==> src/rtl/gmii_tx_arb_if.sv <==
// -----------------------------------------------------------------------------
// gmii_tx_arb_if
// Source-side bundle of the two-port GMII transmit arbiter.
//   req    : per-source request, held until that source's first byte
//   grant  : one-hot grant from the arbiter (or 0)
//   src_d0 : data byte of source 0
//   src_d1 : data byte of source 1
//   src_en : per-source byte valid, contiguous for one packet
//   src_er : per-source error flag
// The packet sources use the master modport, the arbiter uses slave.
// -----------------------------------------------------------------------------
interface gmii_tx_arb_if;
  logic [1:0] req;
  logic [1:0] grant;
  logic [7:0] src_d0;
  logic [7:0] src_d1;
  logic [1:0] src_en;
  logic [1:0] src_er;

  modport master (
    output req,
    output src_d0,
    output src_d1,
    output src_en,
    output src_er,
    input  grant
  );

  modport slave (
    input  req,
    input  src_d0,
    input  src_d1,
    input  src_en,
    input  src_er,
    output grant
  );
endinterface

==> src/rtl/gmii_tx_arb.sv <==
// -----------------------------------------------------------------------------
// gmii_tx_arb
// Round-robin arbiter that shares one GMII transmit interface between two
// byte-stream packet sources. The granted stream is forwarded with one
// register stage, an inter-packet gap is enforced, and two watchdogs handle
// a source that never starts (start timeout) or never ends (length limit).
//
// Parameters:
//   IPG           : idle cycles forced after each packet (>= 1)
//   START_TIMEOUT : cycles a granted source may take to raise its en (>= 1)
//   MAX_LEN_DW    : length counter width, longest packet 2^MAX_LEN_DW-1 (>= 2)
// Ports:
//   clk         : GMII Tx clock
//   rst_n       : asynchronous active-low reset
//   src         : source bundle (req/grant/data/en/er), slave side
//   gmii_txd    : registered PHY data
//   gmii_tx_en  : registered PHY enable
//   gmii_tx_er  : registered PHY error
//   busy        : high in every state except IDLE
//   pkt_count   : packets completed normally (wraps)
//   abort_count : start timeouts plus truncations (wraps)
// -----------------------------------------------------------------------------
module gmii_tx_arb #(
  parameter int IPG           = 12,
  parameter int START_TIMEOUT = 16,
  parameter int MAX_LEN_DW    = 14
) (
  input  logic                clk,
  input  logic                rst_n,
  gmii_tx_arb_if.slave        src,
  output logic [7:0]          gmii_txd,
  output logic                gmii_tx_en,
  output logic                gmii_tx_er,
  output logic                busy,
  output logic [7:0]          pkt_count,
  output logic [7:0]          abort_count
);

  localparam int GAP_W = $clog2(IPG + 1);
  localparam int TO_W  = $clog2(START_TIMEOUT + 1);

  // A byte accepted while the counter holds LEN_LAST is the final legal byte.
  localparam logic [MAX_LEN_DW-1:0] LEN_LAST = {{(MAX_LEN_DW-1){1'b1}}, 1'b0};
  localparam logic [MAX_LEN_DW-1:0] LEN_ONE  = {{(MAX_LEN_DW-1){1'b0}}, 1'b1};

  typedef enum logic [2:0] {
    S_IDLE,
    S_WAIT,
    S_PASS,
    S_DRAIN,
    S_GAP
  } state_t;

  state_t                state_q, state_d;
  logic [1:0]            grant_q, grant_d;
  logic                  sel_q, sel_d;
  logic                  last_q, last_d;
  logic [TO_W-1:0]       to_cnt_q, to_cnt_d;
  logic [GAP_W-1:0]      gap_cnt_q, gap_cnt_d;
  logic [MAX_LEN_DW-1:0] len_cnt_q, len_cnt_d;
  logic [7:0]            txd_q, txd_d;
  logic                  tx_en_q, tx_en_d;
  logic                  tx_er_q, tx_er_d;
  logic                  busy_q, busy_d;
  logic [7:0]            pkt_cnt_q, pkt_cnt_d;
  logic [7:0]            abort_cnt_q, abort_cnt_d;

  logic       pick;
  logic [7:0] sel_data;
  logic       sel_en;
  logic       sel_er;

  // sel_q keeps pointing at the granted source after grant is dropped so
  // that DRAIN can still watch its en.
  assign sel_data = sel_q ? src.src_d1 : src.src_d0;
  assign sel_en   = src.src_en[sel_q];
  assign sel_er   = src.src_er[sel_q];

  always_comb begin
    state_d     = state_q;
    grant_d     = grant_q;
    sel_d       = sel_q;
    last_d      = last_q;
    to_cnt_d    = to_cnt_q;
    gap_cnt_d   = gap_cnt_q;
    len_cnt_d   = len_cnt_q;
    pkt_cnt_d   = pkt_cnt_q;
    abort_cnt_d = abort_cnt_q;
    txd_d       = 8'h00;
    tx_en_d     = 1'b0;
    tx_er_d     = 1'b0;
    // With both requests pending, the source not served last wins.
    pick        = ~last_q;

    case (state_q)
      S_IDLE: begin
        if (src.req != 2'b00) begin
          if (src.req != 2'b11) begin
            pick = src.req[1];
          end
          sel_d    = pick;
          last_d   = pick;
          grant_d  = pick ? 2'b10 : 2'b01;
          to_cnt_d = '0;
          state_d  = S_WAIT;
        end
      end

      S_WAIT: begin
        if (sel_en) begin
          txd_d     = sel_data;
          tx_en_d   = 1'b1;
          tx_er_d   = sel_er;
          len_cnt_d = LEN_ONE;
          state_d   = S_PASS;
        end else if (to_cnt_q == TO_W'(START_TIMEOUT - 1)) begin
          grant_d     = 2'b00;
          abort_cnt_d = abort_cnt_q + 8'd1;
          gap_cnt_d   = GAP_W'(IPG);
          state_d     = S_GAP;
        end else begin
          to_cnt_d = to_cnt_q + TO_W'(1);
        end
      end

      S_PASS: begin
        if (sel_en) begin
          txd_d     = sel_data;
          tx_en_d   = 1'b1;
          tx_er_d   = sel_er;
          len_cnt_d = len_cnt_q + LEN_ONE;
          // Over-length frame: mark the last byte bad and stop forwarding.
          if (len_cnt_q == LEN_LAST) begin
            tx_er_d     = 1'b1;
            grant_d     = 2'b00;
            abort_cnt_d = abort_cnt_q + 8'd1;
            state_d     = S_DRAIN;
          end
        end else begin
          grant_d   = 2'b00;
          pkt_cnt_d = pkt_cnt_q + 8'd1;
          gap_cnt_d = GAP_W'(IPG);
          state_d   = S_GAP;
        end
      end

      S_DRAIN: begin
        if (!sel_en) begin
          gap_cnt_d = GAP_W'(IPG);
          state_d   = S_GAP;
        end
      end

      S_GAP: begin
        if (gap_cnt_q == GAP_W'(1)) begin
          state_d = S_IDLE;
        end else begin
          gap_cnt_d = gap_cnt_q - GAP_W'(1);
        end
      end

      default: begin
        grant_d = 2'b00;
        state_d = S_IDLE;
      end
    endcase

    busy_d = (state_d != S_IDLE);
  end

  always_ff @(posedge clk or negedge rst_n) begin
    if (!rst_n) begin
      state_q     <= S_IDLE;
      grant_q     <= 2'b00;
      sel_q       <= 1'b0;
      last_q      <= 1'b1;
      to_cnt_q    <= '0;
      gap_cnt_q   <= '0;
      len_cnt_q   <= '0;
      txd_q       <= 8'h00;
      tx_en_q     <= 1'b0;
      tx_er_q     <= 1'b0;
      busy_q      <= 1'b0;
      pkt_cnt_q   <= 8'h00;
      abort_cnt_q <= 8'h00;
    end else begin
      state_q     <= state_d;
      grant_q     <= grant_d;
      sel_q       <= sel_d;
      last_q      <= last_d;
      to_cnt_q    <= to_cnt_d;
      gap_cnt_q   <= gap_cnt_d;
      len_cnt_q   <= len_cnt_d;
      txd_q       <= txd_d;
      tx_en_q     <= tx_en_d;
      tx_er_q     <= tx_er_d;
      busy_q      <= busy_d;
      pkt_cnt_q   <= pkt_cnt_d;
      abort_cnt_q <= abort_cnt_d;
    end
  end

  assign src.grant   = grant_q;
  assign gmii_txd    = txd_q;
  assign gmii_tx_en  = tx_en_q;
  assign gmii_tx_er  = tx_er_q;
  assign busy        = busy_q;
  assign pkt_count   = pkt_cnt_q;
  assign abort_count = abort_cnt_q;

endmodule

==> src/flat_wrapper.sv <==
// flat-port wrapper written by rule: the top's interface ports become plain ports
module gmii_tx_arb_flat 
#(
  parameter int IPG           = 12,
  parameter int START_TIMEOUT = 16,
  parameter int MAX_LEN_DW    = 14
)
  (clk, rst_n, gmii_txd, gmii_tx_en, gmii_tx_er, busy, pkt_count, abort_count, src_req, src_src_d0, src_src_d1, src_src_en, src_src_er, src_grant);
  gmii_tx_arb_if src_i ();
  input  logic clk;
  input  logic rst_n;
  output logic [7:0] gmii_txd;
  output logic gmii_tx_en;
  output logic gmii_tx_er;
  output logic busy;
  output logic [7:0] pkt_count;
  output logic [7:0] abort_count;
  input wire logic [$bits(src_i.req)-1:0] src_req;
  input wire logic [$bits(src_i.src_d0)-1:0] src_src_d0;
  input wire logic [$bits(src_i.src_d1)-1:0] src_src_d1;
  input wire logic [$bits(src_i.src_en)-1:0] src_src_en;
  input wire logic [$bits(src_i.src_er)-1:0] src_src_er;
  output wire logic [$bits(src_i.grant)-1:0] src_grant;
  assign src_i.req = src_req;
  assign src_i.src_d0 = src_src_d0;
  assign src_i.src_d1 = src_src_d1;
  assign src_i.src_en = src_src_en;
  assign src_i.src_er = src_src_er;
  assign src_grant = src_i.grant;
  gmii_tx_arb #(.IPG(IPG), .START_TIMEOUT(START_TIMEOUT), .MAX_LEN_DW(MAX_LEN_DW)) u_core (.clk(clk), .rst_n(rst_n), .src(src_i), .gmii_txd(gmii_txd), .gmii_tx_en(gmii_tx_en), .gmii_tx_er(gmii_tx_er), .busy(busy), .pkt_count(pkt_count), .abort_count(abort_count));
endmodule
==> config.mk <==
export PLATFORM = sky130hd
export DESIGN_NAME = gmii_tx_arb_flat
export DESIGN_NICKNAME = d
export VERILOG_FILES = /design/src/rtl/gmii_tx_arb_if.sv /design/src/rtl/gmii_tx_arb.sv /design/src/flat_wrapper.sv
export SDC_FILE = /design/constraint.sdc
export NUM_CORES = 1
export LEC_CHECK = 0
export ABC_AREA = 1
export BUFFER_PORTS_ARGS = -buffer_cell sky130_fd_sc_hd__buf_2
export CAP_MARGIN = 20
export CORE_MARGIN = 2
export CORE_UTILIZATION = 40
export DETAILED_ROUTE_END_ITERATION = 8
export PLACE_DENSITY = 0.71
export SLEW_MARGIN = 10
export SYNTH_ARGS = -nofsm -noshare
export SYNTH_HDL_FRONTEND = slang
export SYNTH_SLANG_ARGS = --single-unit
export TNS_END_PERCENT = 10
==> constraint.sdc <==
create_clock -name clk -period 1.5 [get_ports clk]
set_input_delay 0 -clock clk [delete_from_list [all_inputs] [get_ports clk]]
set_output_delay 0 -clock clk [all_outputs]
set_load 0.01 [all_outputs]
==> results of run 1 <==
==> stage by stage <==
stage / total power [uW] / hold slack, ns / setup WS [ns] / TNS, ns / cells
floorplan: 4180 / -0.296 / -0.0235 / -0.179 / 396
global placement: 4980 / 0.00142 / -0.0745 / -0.611 / 567
detailed placement: 5080 / 0.0127 / -0.150 / -1.57 / 567
CTS: 6570 / 0.0462 / -0.166 / -1.71 / 606
global route: 7130 / 0.113 / -0.212 / -3.36 / 606
finish: 6640 / 0.0479 / -0.103 / -0.842 / 606
==> cell usage after synthesis (6+ instances only) <==
| cell type | instances |
|---|---|
| nor3_1 | 6 |
| xor2_1 | 10 |
| ha_1 | 8 |
| nor2_1 | 38 |
| a21oi_1 | 18 |
| inv_1 | 39 |
| nand4_1 | 7 |
| o21ai_0 | 9 |
| nand2_1 | 128 |
| nand3_1 | 33 |
| dfrtp_1 | 56 |
==> flip-flops by register name, indices dropped and copies added, names as in the netlist <==
name	count
u_core.sel_q	1
u_core.last_q	1
u_core.gmii_txd	8
u_core.gmii_tx_en	1
u_core.len_cnt_q	14
u_core.abort_count	8
u_core.state_q	3
u_core.pkt_count	8
u_core.gap_cnt_q	4
u_core.src.grant	2
u_core.to_cnt_q	5
u_core.busy	1
u_core.gmii_tx_er	1
==> cell families after synthesis <==
logic type	count (synthesis)
compound gates	35
xor+xnor	15
fa+ha+maj	8
buf+inv	49
flops	57
mux	1
simple gates	231
==> placed cells by master (no fill, tap or decap), types with 3 or more instances in the layout <==
master / count
nand2_2: 10
a21oi_1: 18
xnor2_1: 5
nor3_1: 5
nor2_1: 34
dlygate4sd3_1: 20
nand3_2: 3
nand4_1: 7
buf_4: 25
clkbuf_8: 11
inv_2: 8
nand2_4: 6
inv_1: 35
buf_2: 52
xor2_1: 10
nand3_1: 31
clkinv_2: 3
dfrtp_1: 55
nand2_1: 122
ha_1: 6
nor2_2: 6
o21ai_0: 9
==> critical path: stages, from the launching register on <==
cell,delay (ns)
dfrtp_1,0.36
ha_2,0.19
inv_2,0.04
nor3_2,0.11
ha_2,0.20
inv_2,0.05
nand3_2,0.08
nand2_4,0.07
nor2_8,0.14
nand2_4,0.11
nand2_2,0.08
nand2_2,0.05
==> where the power goes <==
group | total [uW] | switching, uW | internal, uW
clock network | 1280 | 596 | 682
logic | 3010 | 1790 | 1210
registers | 2350 | 376 | 1980
total | 6640 | 2760 | 3870
==> area by class of cell <==
cell class                 instances  area [um2]  share of cell area
clock buffer                      13         159              0.0389
clock inverter                     3        15.0             0.00367
inverter                          43         161              0.0395
multi-input combinational        290        1530               0.374
sequential                        57        1430               0.349
tap                              102         128              0.0312
timing repair buffer              98         668               0.163
==> how the worst min path moves through the flow <==
| stage | from | to | slack (ns) | cells past startpoint |
|---|---|---|---|---|
| after floorplan | rst_n | u_core.abort_count[0] | -0.30 | 0 |
| after global placement | rst_n | u_core.pkt_count[4] | 0.001 | 2 |
| after CTS | src_req[1] | u_core.last_q | 0.05 | 5 |
| after detailed placement | rst_n | u_core.pkt_count[4] | 0.01 | 2 |
| after global routing | src_req[1] | u_core.last_q | 0.11 | 5 |
| final | src_req[1] | u_core.last_q | 0.05 | 5 |
==> metal layers <==
layer  vias up  wire length (um)  share of wire
met4         0               295          0.039
met1      1375              3250           0.43
met5         -                 0              0
met3        27               246          0.033
li1       1460                 -              -
met2        77              3690           0.49
==> timing repair <==
action | CTS | global route
setup endpoints to repair | 19 | 40
setup buffers | 3 | 0
resized for setup | 6 | 13
hold endpoints to repair | 66 | 0
hold buffers | 20 | 0
pin swaps | 7 | 8
==> key figures, run 1 <==
Clock network
  • Longest Clk Path Bufs: 2
  • Inserted Clock Buffers: 9
  • CTS sink count: 57
  • CTS tree: yes
  • CTS H-tree depth: 3
  • Clk slew on worst S/H paths: 0.06 ns
  • Clock Latency Late Sink: 0.34 ns
  • Clock Tree Root: clkbuf_8

Finish
  • Fillers: 698
  • Area delta synth->final: 31.1%
  • Final instance area: 4090 um2
  • N_diodes: 0
  • Post-Route Utilization: 0.535
  • Nets@finish: 531
  • Layout cells sized above 1: 0.268

Global route
  • Grt met2 use: 0.304
  • Gr ovfl total: 0
  • Initial antenna violation count: 0
  • First-pass GRT wire length: 12400 um
  • GR Util All Layers: 0.182
  • Vias in the first global route: about 2900
  • Met1 Track Usage GR: 0.219
  • Largest net degree at the start of global routing: 37
  • Grt met3 use: 0.0301
  • Busiest grt layer: met2

STA
  • Max Fclk: 0.624 GHz
  • Final period utilization: 1.07
  • RSZ-0062 raised after global routing: true
  • Clock skew: 0.0104 ns
  • Setup ws final: -0.103 ns
  • Slew Limit Fails: 0
  • Final hold violation count: 0
  • Worst relative slew slack: 0.688
  • Final min period: 1.60 ns
  • Final setup fails: 15
  • Worst Tran Pin Value: about 0.47 ns

Detailed routing
  • Via count: 2939
  • Routed wire length per instance: 12.4 um
  • DRT Pass-1 Iters: 5
  • DRC: 0
  • Iteration-0 DRC Markers: 171
  • Final ANT Viol Nets: 0
  • Final WL: 7490 um
  • Via density: about 4.8

Worst setup path
  • FF-to-FF path depth: 11
  • Kind of critical path: register to register
  • Crit path to: u_core.abort_count[4]
  • Worst EP required: 1.73 ns
  • WP data arrival: ~1.8 ns
  • R2R Setup Slk: -0.10 ns
  • Critical Path Start: u_core.to_cnt_q[1]
  • CP Capture Type: register
  • Max FO, Critical Path: 8
  • R2R Path Start: u_core.to_cnt_q[1]
  • Worst R2R End: u_core.abort_count[4]
  • Element type at the critical path start: register

Run
  • Max cap viols: 0

Worst hold path
  • Min-delay worst type: input pin to register

Status
  • Status: complete, but fails checks
  • Violated checks: negative setup slack

Logic synthesis
  • Simple-gate share of the synthesized area: 0.335
  • Syn Std Cell Area: 3120 um2
  • FF+latch count, synth: 57
  • Area share of fa/ha/maj cells after synthesis: 0.0321
  • Syn_nets: 428
  • Netlist cell types: 33
  • Yosys warnings: 0
  • Synth area leader: dfrtp_1
  • Post-synthesis sequential area ratio: 0.458
  • Area share of the largest cell type after synthesis: 0.449
  • Post-synthesis area per instance: 7.88 um2
  • Synth Flop Type: dfrtp_1
  • Xor-xnor portion of the synthesized cell area: 0.0421
  • Post-Syn Instances: 396
  • Largest family of logic cells by synthesized area: simple AND/OR/NAND/NOR gates
  • Share of flip-flops with an asynchronous set or reset after synthesis: 1.00
  • Area fraction in compound gates after synthesis: 0.0614
  • Post-synth EDFFs: 0
  • Mux share of post-synthesis cell area: 0.00321
  • Synth area leaders: dfrtp_1 45%, nand2_1 15%, nand3_1 5.3%

Die
  • Die height: roughly 92 um
  • # rows: 32
  • # IOs: 53
  • Starting Density: 0.408
  • Total core area: 7650 um2
  • Die Wd: between 90 and 100 um
  • Die area: 8520 um2

Placed design
  • GPL Wtd Cong: 0.805
  • Post-Place Cell Area: 3640 um2
  • DP Wirelength: 4990 um
  • PortBufs: 52

Power and ir drop
  • Leak pwr: 0.00216 uW
  • VDD IR max: 0.573 mV
  • Pwr Density: 1620 nW/um2
(Power assumes the default switching activity.)
==> inputs of run 2 (changes only) <==
--- a/config.mk
+++ b/config.mk
@@ -5,13 +5,12 @@
 export SDC_FILE = /design/constraint.sdc
 export NUM_CORES = 1
 export LEC_CHECK = 0
-export ABC_AREA = 1
+export ABC_AREA = 0
 export BUFFER_PORTS_ARGS = -buffer_cell sky130_fd_sc_hd__buf_2
 export CAP_MARGIN = 20
-export CORE_MARGIN = 2
 export CORE_UTILIZATION = 40
 export DETAILED_ROUTE_END_ITERATION = 8
-export PLACE_DENSITY = 0.71
+export PLACE_DENSITY = 0.72
 export SLEW_MARGIN = 10
 export SYNTH_ARGS = -nofsm -noshare
 export SYNTH_HDL_FRONTEND = slang
==> run 2 against run 1 <==
Net effect:
- clock power grew 16%
- sequential cell count is the same
- first-iteration DRC count fell by 35%
- synthesized area shrank 13%
- die area fell by 17%
- cell area shrank 1.3%
- register-to-register slack worse by 0.099 ns
- the run ends with design-rule violations, negative setup slack left
- critical path type unchanged
- fmax fell by 5.8%
- sequential share of layout area grew 0.45 points
- largest cell class is now registers
==> key figures, run 2 <==
Die
  • Die height: 84.3 um
  • Die area: roughly 7100 um2
  • Starting Density: 0.419
  • Die Wd: 84.3 um
  • Total core area: between 6000 and 7000 um2
  • # IOs: 53
  • # rows: 29

Status
  • Violated checks: design-rule violations, negative setup slack
  • Status: complete, but fails checks

Power and ir drop
  • Comb pwr share: 0.397
  • Total power: 5960 uW
  • Switching pwr: 2020 uW
  • Leak pwr: between 0.002 and 0.0025 uW
  • Sw frac: 0.339
  • Clock network power share: 0.249
  • Pwr Density: 1480 nW/um2
  • VDD IR max: 0.815 mV
  • Register share of total power: 0.354
  • Internal power: 3940 uW

Worst setup path
  • Worst stage delay on the critical path: around 0.43 ns
  • Kind of critical path: register to register
  • CP top delay family: simple AND/OR/NAND/NOR gates
  • FF-to-FF path depth: 5
  • R2R Setup Slk: -0.20 ns
  • CP Capture Type: register
  • Slowest stage cell, crit path: or3b_4
  • Number of cells on the critical path: 5
  • Max FO, Critical Path: 5
  • CP Buf/Inv Count: 1
  • Worst EP required: around 1.7 ns
  • Element type at the critical path start: register
  • CP cell instances: or3b_4, nor2_4, a22o_1, buf_4, mux2_4
  • WP data arrival: 1.93 ns

Logic synthesis
  • Post-Syn Instances: 250
  • Synth area leader: dfrtp_1
  • Syn Std Cell Area: 2710 um2
  • Top-count cell post-synth: dfrtp_1
  • Post-synth EDFFs: 0
  • Netlist cell types: 42
  • Syn_nets: approximately 280
  • Yosys warnings: 0
  • Post-synthesis sequential area ratio: 0.527
  • Post-synthesis area per instance: 10.8 um2
  • Synth Flop Type: dfrtp_1
  • Synth area leaders: dfrtp_1 52%, mux2i_1 5.2%, ha_1 3.7%
  • Commonest cells in the netlist: 56 x dfrtp_1, 22 x nand2_1, 20 x nor2_1
  • Share of flip-flops with an asynchronous set or reset after synthesis: 1.00
  • Area share of the largest cell type after synthesis: 0.517
  • FF+latch count, synth: 57

Detailed routing
  • DRC: 6
  • Via density: between 5 and 6
  • DRT Pass-1 Iters: 7
  • Routed wire length per instance: 13.9 um
  • Final WL: 6500 um
  • Iteration-0 DRC Markers: 111
  • Final ANT Viol Nets: 0
  • Via count: 2413

Worst hold path
  • Hold path cells: 4
  • Min-delay worst type: input pin to register

Finish
  • N_diodes: 0
  • Multi-input gate area: between 1000 and 1500 um2
  • Fillers: 520
  • Largest register by flop count: u_core.len_cnt_q
  • Layout cells sized above 1: 0.409
  • Area delta synth->final: 48.9%
  • Nets@finish: between 400 and 500
  • Commonest non-fill, non-tap cell in the layout: dfrtp_1
  • Max FFs per register: 14
  • Commonest cells after routing, fill and taps aside: 56 x dfrtp_1, 52 x buf_2, 49 x buf_4
  • Reg area: about 1400 um2

STA
  • Worst hold slack: 0.0189 ns
  • RSZ-0062 raised after global routing: true
  • Final period utilization: 1.13
  • Setup ws final: -0.202 ns
  • Clock skew: around 0.010 ns
  • Slew Limit Fails: 0
  • Final setup fails: 38
  • Final min period: between 1.5 and 2 ns
  • Worst relative slew slack: 0.646
  • Worst Tran Pin Value: 0.531 ns
  • Max Fclk: 0.588 GHz
  • Final hold violation count: 0

Clock network
  • Longest Clk Path Bufs: 2
  • Clock Latency Late Sink: between 0.3 and 0.4 ns
  • CTS sink count: 57
  • Clock Tree Root: clkbuf_8
  • Inserted Clock Buffers: 9
  • CTS H-tree depth: 3
  • CTS tree: yes
  • Clk slew on worst S/H paths: ~0.070 ns

Global route
  • GR Util All Layers: 0.196
  • Gr ovfl total: 0
  • Largest net degree at the start of global routing: 33
  • Initial antenna violation count: 0
  • First-pass GRT wire length: around 11000 um
  • Vias in the first global route: 2449

Placed design
  • PortBufs: 52
  • DP Wirelength: 4260 um
  • GPL Wtd Cong: 0.810
  • Worst slack at placement: -0.207 ns

Run
  • Max cap viols: 0
run 2: changes by cell type in the layout (fill, tap and decap cells not counted), sizes merged, moves of 10 or more:
cell,delta
o21ai,+10
nand3,-24
a21oi,-14
buf,+33
nor2,-20
inv,-36
mux2i,+13
nand2,-116
run 2: power groups by stage:
stage,clock (uW),sequential (uW),combinational [uW]
6_report,1480,2110,2360
5_1_grt,1590,2150,2590
3_3_place_gp,0,2100,1950
3_5_place_dp,0,2120,2010
2_1_floorplan,0,2200,993
4_1_cts,1520,2100,2210
run 2: what timing repair did:
| action | 4_1_cts | 5_1_grt |
|---|---|---|
| setup endpoints to repair | 50 | 53 |
| endpoints found under the hold margin | 31 | 0 |
| hold buffers | 20 | 0 |
| resized for setup | 15 | 24 |
| gates cloned | 0 | 0 |
| setup buffers | 5 | 3 |
| pin swaps | 7 | 9 |
run 2: path summary, 6_finish.rpt:
path,endpoint,start
setup / recovery,u_core.abort_count[1],u_core.state_q[0]
hold / removal,u_core.src.grant[0],src_req[1]
setup reg to reg,u_core.abort_count[1],u_core.state_q[0]
hold reg to reg,u_core.abort_count[7],u_core.abort_count[7]
max in group asynchronous,u_core.last_q,rst_n
min in group asynchronous,u_core.pkt_count[0],rst_n
run 2: worst register-to-register path, delay by kind of cell (launching register included):
family / cells / cell delay [ns]
buf+inv: 1 / 0.13
simple gates: 2 / 0.59
flops: 1 / 0.40
compound gates: 1 / 0.20
mux: 1 / 0.28
run 2: layer usage:
metal	GRT usage	part of all wire
met1	0.235	0.45
met2	0.322	0.47
met3	0.0580	0.058
met4	0.0956	0.015
met5	0	0
run 2: layout make-up:
class                           count  share of cell area
Sequential cell                    57               0.354
Multi-Input combinational cell    180               0.329
Timing Repair Buffer              131               0.235
Clock buffer                       12              0.0385
Tap cell                           77              0.0239
Clock inverter                      4              0.0127
Inverter                            7             0.00651
run 2: cell families (layout without fill, tap and decap cells):
logic type,Yosys count,after routing,share of synthesized area
xor gates and xnor gates,18,18,0.0582
buffers and inverters,13,154,0.0273
muxes,17,17,0.0656
DFF,57,57,0.527
and+or+nand+nor,93,93,0.185
AOI/OAI and AO/OA,44,44,0.100
adders and majority gates,8,8,0.0370
run 2: metrics by stage:
step                 util  setup TNS, ns  area (um2)  instances
global placement    0.534          -3.41        3450        424
detailed placement  0.534          -5.61        3450        424
CTS                 0.611          -3.32        3940        465
global route        0.625          -6.98        4030        468
finish              0.625          -3.39        4030        468
floorplan               -          -3.58        2750        250
